$ cat src/rtl/mips_pkg.sv
`default_nettype none
// ============================================================================
//  Module      : mips_pkg
//  Description : Shared definitions for the MIPS fetch path. Holds the PC
//                source select encoding and the default reset and exception
//                vectors.
//  Revision    : 1.0 - initial release
// ============================================================================
package mips_pkg;

    // PC source select code, 3 bits.
    typedef enum logic [2:0] {
        SRC_SEQ  = 3'd0,
        SRC_BR   = 3'd1,
        SRC_J    = 3'd2,
        SRC_JR   = 3'd3,
        SRC_EXC  = 3'd4,
        SRC_PEND = 3'd5
    } pc_src_e;

    localparam logic [31:0] c_reset_vector = 32'h0000_0000;
    localparam logic [31:0] c_exc_vector   = 32'h8000_0180;

    // Sources that move the PC somewhere other than the next sequential slot
    // and therefore have their target checked for alignment.
    function automatic logic is_redirect(input pc_src_e src);
        return (src == SRC_BR) || (src == SRC_J) ||
               (src == SRC_JR) || (src == SRC_PEND);
    endfunction

    // Sources that may be captured into the pending register during a stall.
    function automatic logic is_capturable(input pc_src_e src);
        return (src == SRC_BR) || (src == SRC_J) || (src == SRC_JR);
    endfunction

endpackage
`default_nettype wire

$ cat src/rtl/pc_src_select.sv
`default_nettype none
// ============================================================================
//  Module      : pc_src_select
//  Description : Combinational priority encoder and target mux for the next
//                PC. Priority: exception > jump_reg > jump > branch >
//                pending > sequential.
//  Revision    : 1.0 - initial release
// ============================================================================
module pc_src_select
    import mips_pkg::*;
#(
    parameter int               WIDTH      = 32,
    parameter logic [WIDTH-1:0] EXC_VECTOR = WIDTH'(c_exc_vector)
) (
    input  logic             i_exception,
    input  logic             i_jump_reg,
    input  logic [WIDTH-1:0] i_reg_target,
    input  logic             i_jump,
    input  logic [WIDTH-1:0] i_jump_address,
    input  logic             i_branch_taken,
    input  logic [WIDTH-1:0] i_branch_target,
    input  logic             i_pending,
    input  logic [WIDTH-1:0] i_pend_target,
    input  logic [WIDTH-1:0] i_pc_plus4,
    output logic [WIDTH-1:0] o_target,
    output pc_src_e          o_src
);

    // Pick the highest-priority active source and its target address.
    always_comb begin
        o_src    = SRC_SEQ;
        o_target = i_pc_plus4;
        if (i_exception) begin
            o_src    = SRC_EXC;
            o_target = EXC_VECTOR;
        end else if (i_jump_reg) begin
            o_src    = SRC_JR;
            o_target = i_reg_target;
        end else if (i_jump) begin
            o_src    = SRC_J;
            o_target = i_jump_address;
        end else if (i_branch_taken) begin
            o_src    = SRC_BR;
            o_target = i_branch_target;
        end else if (i_pending) begin
            o_src    = SRC_PEND;
            o_target = i_pend_target;
        end
    end

endmodule
`default_nettype wire

$ cat src/rtl/pc_next_unit.sv
`default_nettype none
// ============================================================================
//  Module      : pc_next_unit
//  Description : Registered next-PC generator. Holds the architectural PC,
//                captures redirects requested during a stall, emits a
//                one-cycle flush pulse on every applied redirect and diverts
//                misaligned targets to the exception vector.
//  Revision    : 1.0 - initial release
// ============================================================================
module pc_next_unit
    import mips_pkg::*;
#(
    parameter int               WIDTH        = 32,
    parameter logic [WIDTH-1:0] RESET_VECTOR = WIDTH'(c_reset_vector),
    parameter logic [WIDTH-1:0] EXC_VECTOR   = WIDTH'(c_exc_vector),
    parameter int               INSTR_BYTES  = 4
) (
    input  logic             clock,
    input  logic             reset_n,
    input  logic             stall,
    input  logic             branch_taken,
    input  logic [WIDTH-1:0] branch_target,
    input  logic             jump,
    input  logic [WIDTH-1:0] jump_address,
    input  logic             jump_reg,
    input  logic [WIDTH-1:0] reg_target,
    input  logic             exception,
    output logic [WIDTH-1:0] pc,
    output logic [WIDTH-1:0] pc_plus4,
    output logic             flush,
    output logic             misaligned,
    output logic             pending
);

    // Low address bits that must be zero for an instruction-aligned target.
    localparam logic [WIDTH-1:0] c_align_mask = WIDTH'(INSTR_BYTES - 1);
    localparam logic [WIDTH-1:0] c_step       = WIDTH'(INSTR_BYTES);

    logic [WIDTH-1:0] r_pc;
    logic [WIDTH-1:0] r_pend_target;
    logic             r_pending;
    logic             r_flush;
    logic             r_misaligned;

    logic [WIDTH-1:0] w_pc_plus4;
    logic [WIDTH-1:0] w_target;
    pc_src_e          w_src;
    logic             w_misalign;

    // Sequential successor; wraps naturally at the top of the address space.
    assign w_pc_plus4 = r_pc + c_step;
    assign w_misalign = |(w_target & c_align_mask);

    pc_src_select #(
        .WIDTH      (WIDTH),
        .EXC_VECTOR (EXC_VECTOR)
    ) u_pc_src_select (
        .i_exception     (exception),
        .i_jump_reg      (jump_reg),
        .i_reg_target    (reg_target),
        .i_jump          (jump),
        .i_jump_address  (jump_address),
        .i_branch_taken  (branch_taken),
        .i_branch_target (branch_target),
        .i_pending       (r_pending),
        .i_pend_target   (r_pend_target),
        .i_pc_plus4      (w_pc_plus4),
        .o_target        (w_target),
        .o_src           (w_src)
    );

    // PC, pending-redirect and pulse registers.
    always_ff @(posedge clock) begin
        if (!reset_n) begin
            r_pc          <= RESET_VECTOR;
            r_pend_target <= '0;
            r_pending     <= 1'b0;
            r_flush       <= 1'b0;
            r_misaligned  <= 1'b0;
        end else if (w_src == SRC_EXC) begin
            // Exceptions bypass the stall and discard any captured redirect.
            r_pc         <= EXC_VECTOR;
            r_pending    <= 1'b0;
            r_flush      <= 1'b1;
            r_misaligned <= 1'b0;
        end else if (stall) begin
            // PC holds; a new redirect overwrites any earlier captured one.
            // Alignment is judged later, when the capture is applied.
            r_flush      <= 1'b0;
            r_misaligned <= 1'b0;
            if (is_capturable(w_src)) begin
                r_pend_target <= w_target;
                r_pending     <= 1'b1;
            end
        end else if (is_redirect(w_src)) begin
            r_pending <= 1'b0;
            r_flush   <= 1'b1;
            if (w_misalign) begin
                r_pc         <= EXC_VECTOR;
                r_misaligned <= 1'b1;
            end else begin
                r_pc         <= w_target;
                r_misaligned <= 1'b0;
            end
        end else begin
            r_pc         <= w_pc_plus4;
            r_pending    <= 1'b0;
            r_flush      <= 1'b0;
            r_misaligned <= 1'b0;
        end
    end

    assign pc         = r_pc;
    assign pc_plus4   = w_pc_plus4;
    assign flush      = r_flush;
    assign misaligned = r_misaligned;
    assign pending    = r_pending;

endmodule
`default_nettype wire

$ cat config.mk
export PLATFORM = sky130hd
export DESIGN_NAME = pc_next_unit
export DESIGN_NICKNAME = d
export VERILOG_FILES = /design/src/rtl/mips_pkg.sv /design/src/rtl/pc_src_select.sv /design/src/rtl/pc_next_unit.sv
export SDC_FILE = /design/constraint.sdc
export NUM_CORES = 1
export LEC_CHECK = 0
export CAP_MARGIN = 20
export CORE_MARGIN = 10
export CORE_UTILIZATION = 46
export DETAILED_ROUTE_END_ITERATION = 10
export PLACE_DENSITY = 0.91
export RECOVER_POWER = 100
export SLEW_MARGIN = 20
export SYNTH_ARGS = -nofsm -noshare
export SYNTH_HDL_FRONTEND = slang
export SYNTH_SLANG_ARGS = --single-unit
$ cat constraint.sdc
create_clock -name clock -period 3 [get_ports clock]
set_input_delay 0.6 -clock clock [delete_from_list [all_inputs] [get_ports clock]]
set_output_delay 0.6 -clock clock [all_outputs]
set_load 0.01 [all_outputs]
==> out/qor.txt <==
GRT Total Usage: 0.268
Worst EP required: 2.40 ns
DPL Wire Length: 15900 um
Post-route ant nets: 0
Remaining Overflow, GRT: 0
Yosys top cell by area: dfxtp_1
Fillers: 831
Multi-input gate area in the final layout: 3230 sq um
Fin Clk Skew: 0.0122 ns
Initial drt markers: 728
Hold Startpoint: r_pend_target[14]$_SDFFE_PN0P_
CTS tree: done
PwrDens: 338 nW/um^2
Asr flop ratio synth: 0
Post-synth top flop: dfxtp_1
Die Area: 15100 sq um
Antenna Cells: 0
Largest net degree at the start of global routing: 50
Clock Latency Late Sink: 0.36 ns
CTS Buf Count: 9
CTS Root Cell: clkbuf_8
Syn-to-layout area delta: 48.7%
Setup Total Neg Slack: 0 ns
Worst flop-to-flop path startpoint: pending$_SDFFE_PP0P_
Post-route clock period utilization: 0.968
First-pass GRT wire length: 32500 um
Initial antenna violation count: 0
Max-cap violations: 0
Relative slew slack: 0.326
Die Wd: 123 um
Core box area: 10300 sq um
RSZ-0062 raised after global routing: no
Mapped Area: 4880 sq um
Vias per std cell: 6.16
Worst-margin pin slew: 1.01 ns
Ys Warns: 0
CTS Hold Bufs: 0
Top cells by area, synth: dfxtp_1 27%, nand2_1 7.5%, o21ai_0 5.1%
Area after DPL: 6910 sq um
Max clock buf depth: 2
LEAKAGE: 0.00283 uW
H-tree Lvls: 3
CP Data Arrival Time: 2.31 ns
Synth Instances: 652
GP Congestion: 0.974
CTS Sinks: 67
Final instance area: 7260 sq um
Post-synth EDFFs: 0
First-pass DRT Iterations: 5
Syn Nets: 756
Sequential-to-total area share from yosys stat: 0.275
Clk pin slew, worst setup/hold paths: 0.08 ns
Post-layout min period: 2.91 ns
CP endpoint kind: primary output
Post-synthesis register bit count: 67
Syn avg cell area: 7.49 sq um
Vias in the first global route: 6023
Synth cell types: 76
WL final: 21100 um
Yosys top cell area share: 0.275
Status: complete, no violations
I/O pin cnt: 170
Placement row count: 37
CP Class: reg -> out
CP startpoint: pc[16]$_SDFFE_PP0N_
Routed via count: 6083
Critical Path Fanout Max: 8
Max Clk Rate: 344 MHz
Hold Crit Class: reg -> reg
I/O Buffers: 169
Routed len/inst: 21.4 um
Final hold vios: 0
CP Launch Type: register
Layout cells sized above 1: 0.152
Setup violators final: 0
VDD IR-drop max: 0.192 mV
Register area: 1350 sq um
Layout Nets: 950
Die H: 123 um
DR DRC count: 0
Max-slew violation count: 0
Starting Density: 0.473
==> metrics by stage <==
stage / hold slack (ns) / setup WS (ns) / total power [uW] / utilization / instances
finish: 0.467 / 0.0949 / 2450 / 0.704 / 987
floorplan: 0.430 / 0.521 / 1290 / - / 652
CTS: 0.463 / -0.00847 / 2440 / 0.699 / 983
global placement: 0.437 / 0.167 / 1620 / 0.670 / 962
global route: 0.489 / 0.000795 / 2530 / 0.704 / 987
detailed placement: 0.452 / 0.0976 / 1640 / 0.670 / 962
==> area by class of cell <==
type | count | share of cell area
sequential | 67 | 0.186
clock inverter | 5 | 0.00844
timing repair buffer | 238 | 0.306
clock buffer | 11 | 0.0208
tap | 136 | 0.0234
inverter | 22 | 0.0114
multi-input combinational | 508 | 0.445
==> sequential cells by signal, summed over array words and instances, names as in the netlist, named ones only <==
| signal | flops |
|---|---|
| pc | 30 |
| pending | 1 |
| flush | 1 |
| misaligned | 1 |
| r_pend_target | 32 |
==> repair_timing <==
action / 4_1_cts / 5_1_grt
pin swaps: 4 / 4
gates resized for setup: 31 / 9
endpoints found under the setup margin: 19 / 12
setup buffers: 5 / 4
==> cell families after synthesis <==
logic type,count (synthesis),share of synthesized area
buffers and inverters,77,0.0832
AOI/OAI and AO/OA,225,0.315
DFF,67,0.275
and+or+nand+nor,249,0.263
adders and majority gates,1,0.00256
xor gates and xnor gates,28,0.0517
muxes,5,0.0105
==> cells in the mapped netlist (4+ instances only) <==
library cell  instances
nor3_1               22
o31ai_1               7
o21ai_0              50
nor3b_1               8
o21ai_1               6
nand4_1               4
or3b_2                4
nand2_1              97
and2_1                5
buf_2                 7
nor4_1                5
o221ai_1              4
o21a_1                5
xnor2_1              20
o211a_1               7
clkbuf_1             30
dfxtp_1              67
a21o_1                6
buf_4                 4
nand2b_1              9
xor2_1                7
a21boi_0             16
and3_1                6
a221oi_1              9
o211ai_1              9
clkbuf_8              6
mux2i_1               4
a31oi_1               5
nor2b_1               7
o311ai_0              8
o22ai_1               6
inv_1                19
nor2_1               36
nand3_1              26
a21oi_1              47
==> per-layer routing <==
layer / GRT usage / vias to the layer above / wire length, um
met5: 0 / - / 0
met3: 0.0615 / 66 / 2090
li1: - / 2776 / -
met2: 0.452 / 391 / 10100
met1: 0.318 / 2850 / 8080
met4: 0.119 / 0 / 804
==> cells in the final DEF (no fill, tap or decap), types with 6 or more instances in the layout <==
cell type,instances
a21boi_0,16
a21o_1,6
a21oi_1,47
a221oi_1,9
and3_1,6
buf_4,66
clkbuf_8,11
clkdlybuf4s50_1,136
dfxtp_1,61
dfxtp_2,6
dlygate4sd2_1,14
dlygate4sd3_1,17
inv_1,19
nand2_1,97
nand2b_1,9
nand3_1,24
nor2_1,36
nor2b_1,7
nor3_1,22
nor3b_1,8
o211a_1,7
o211ai_1,9
o21ai_0,50
o22ai_1,6
o311ai_0,8
o31ai_1,7
xnor2_1,16
xor2_1,6
==> final timing paths <==
check                                         to  slack, ns  cells after the start
setup / recovery                    pc_plus4[26]       0.09                      7
hold / removal    r_pend_target[14]$_SDFFE_PN0P_       0.47                      2
setup reg to reg              pc[9]$_SDFFE_PP0N_       0.49                      7
hold reg to reg   r_pend_target[14]$_SDFFE_PN0P_       0.47                      2
==> report_power, final <==
part / internal (uW) / total, uW / switching [uW]
registers: 924 / 953 / 29.6
logic: 333 / 684 / 351
clock network: 430 / 815 / 385
==> critical path, stage by stage, from the launching register on <==
cell	delay, ns
dfxtp_1	0.45
nand3_1	0.29
nor3_2	0.25
buf_4	0.20
and4_1	0.22
xnor2_1	0.16
inv_1	0.10
dlygate4sd2_1	0.30
Power figures use the tool's default switching activity.
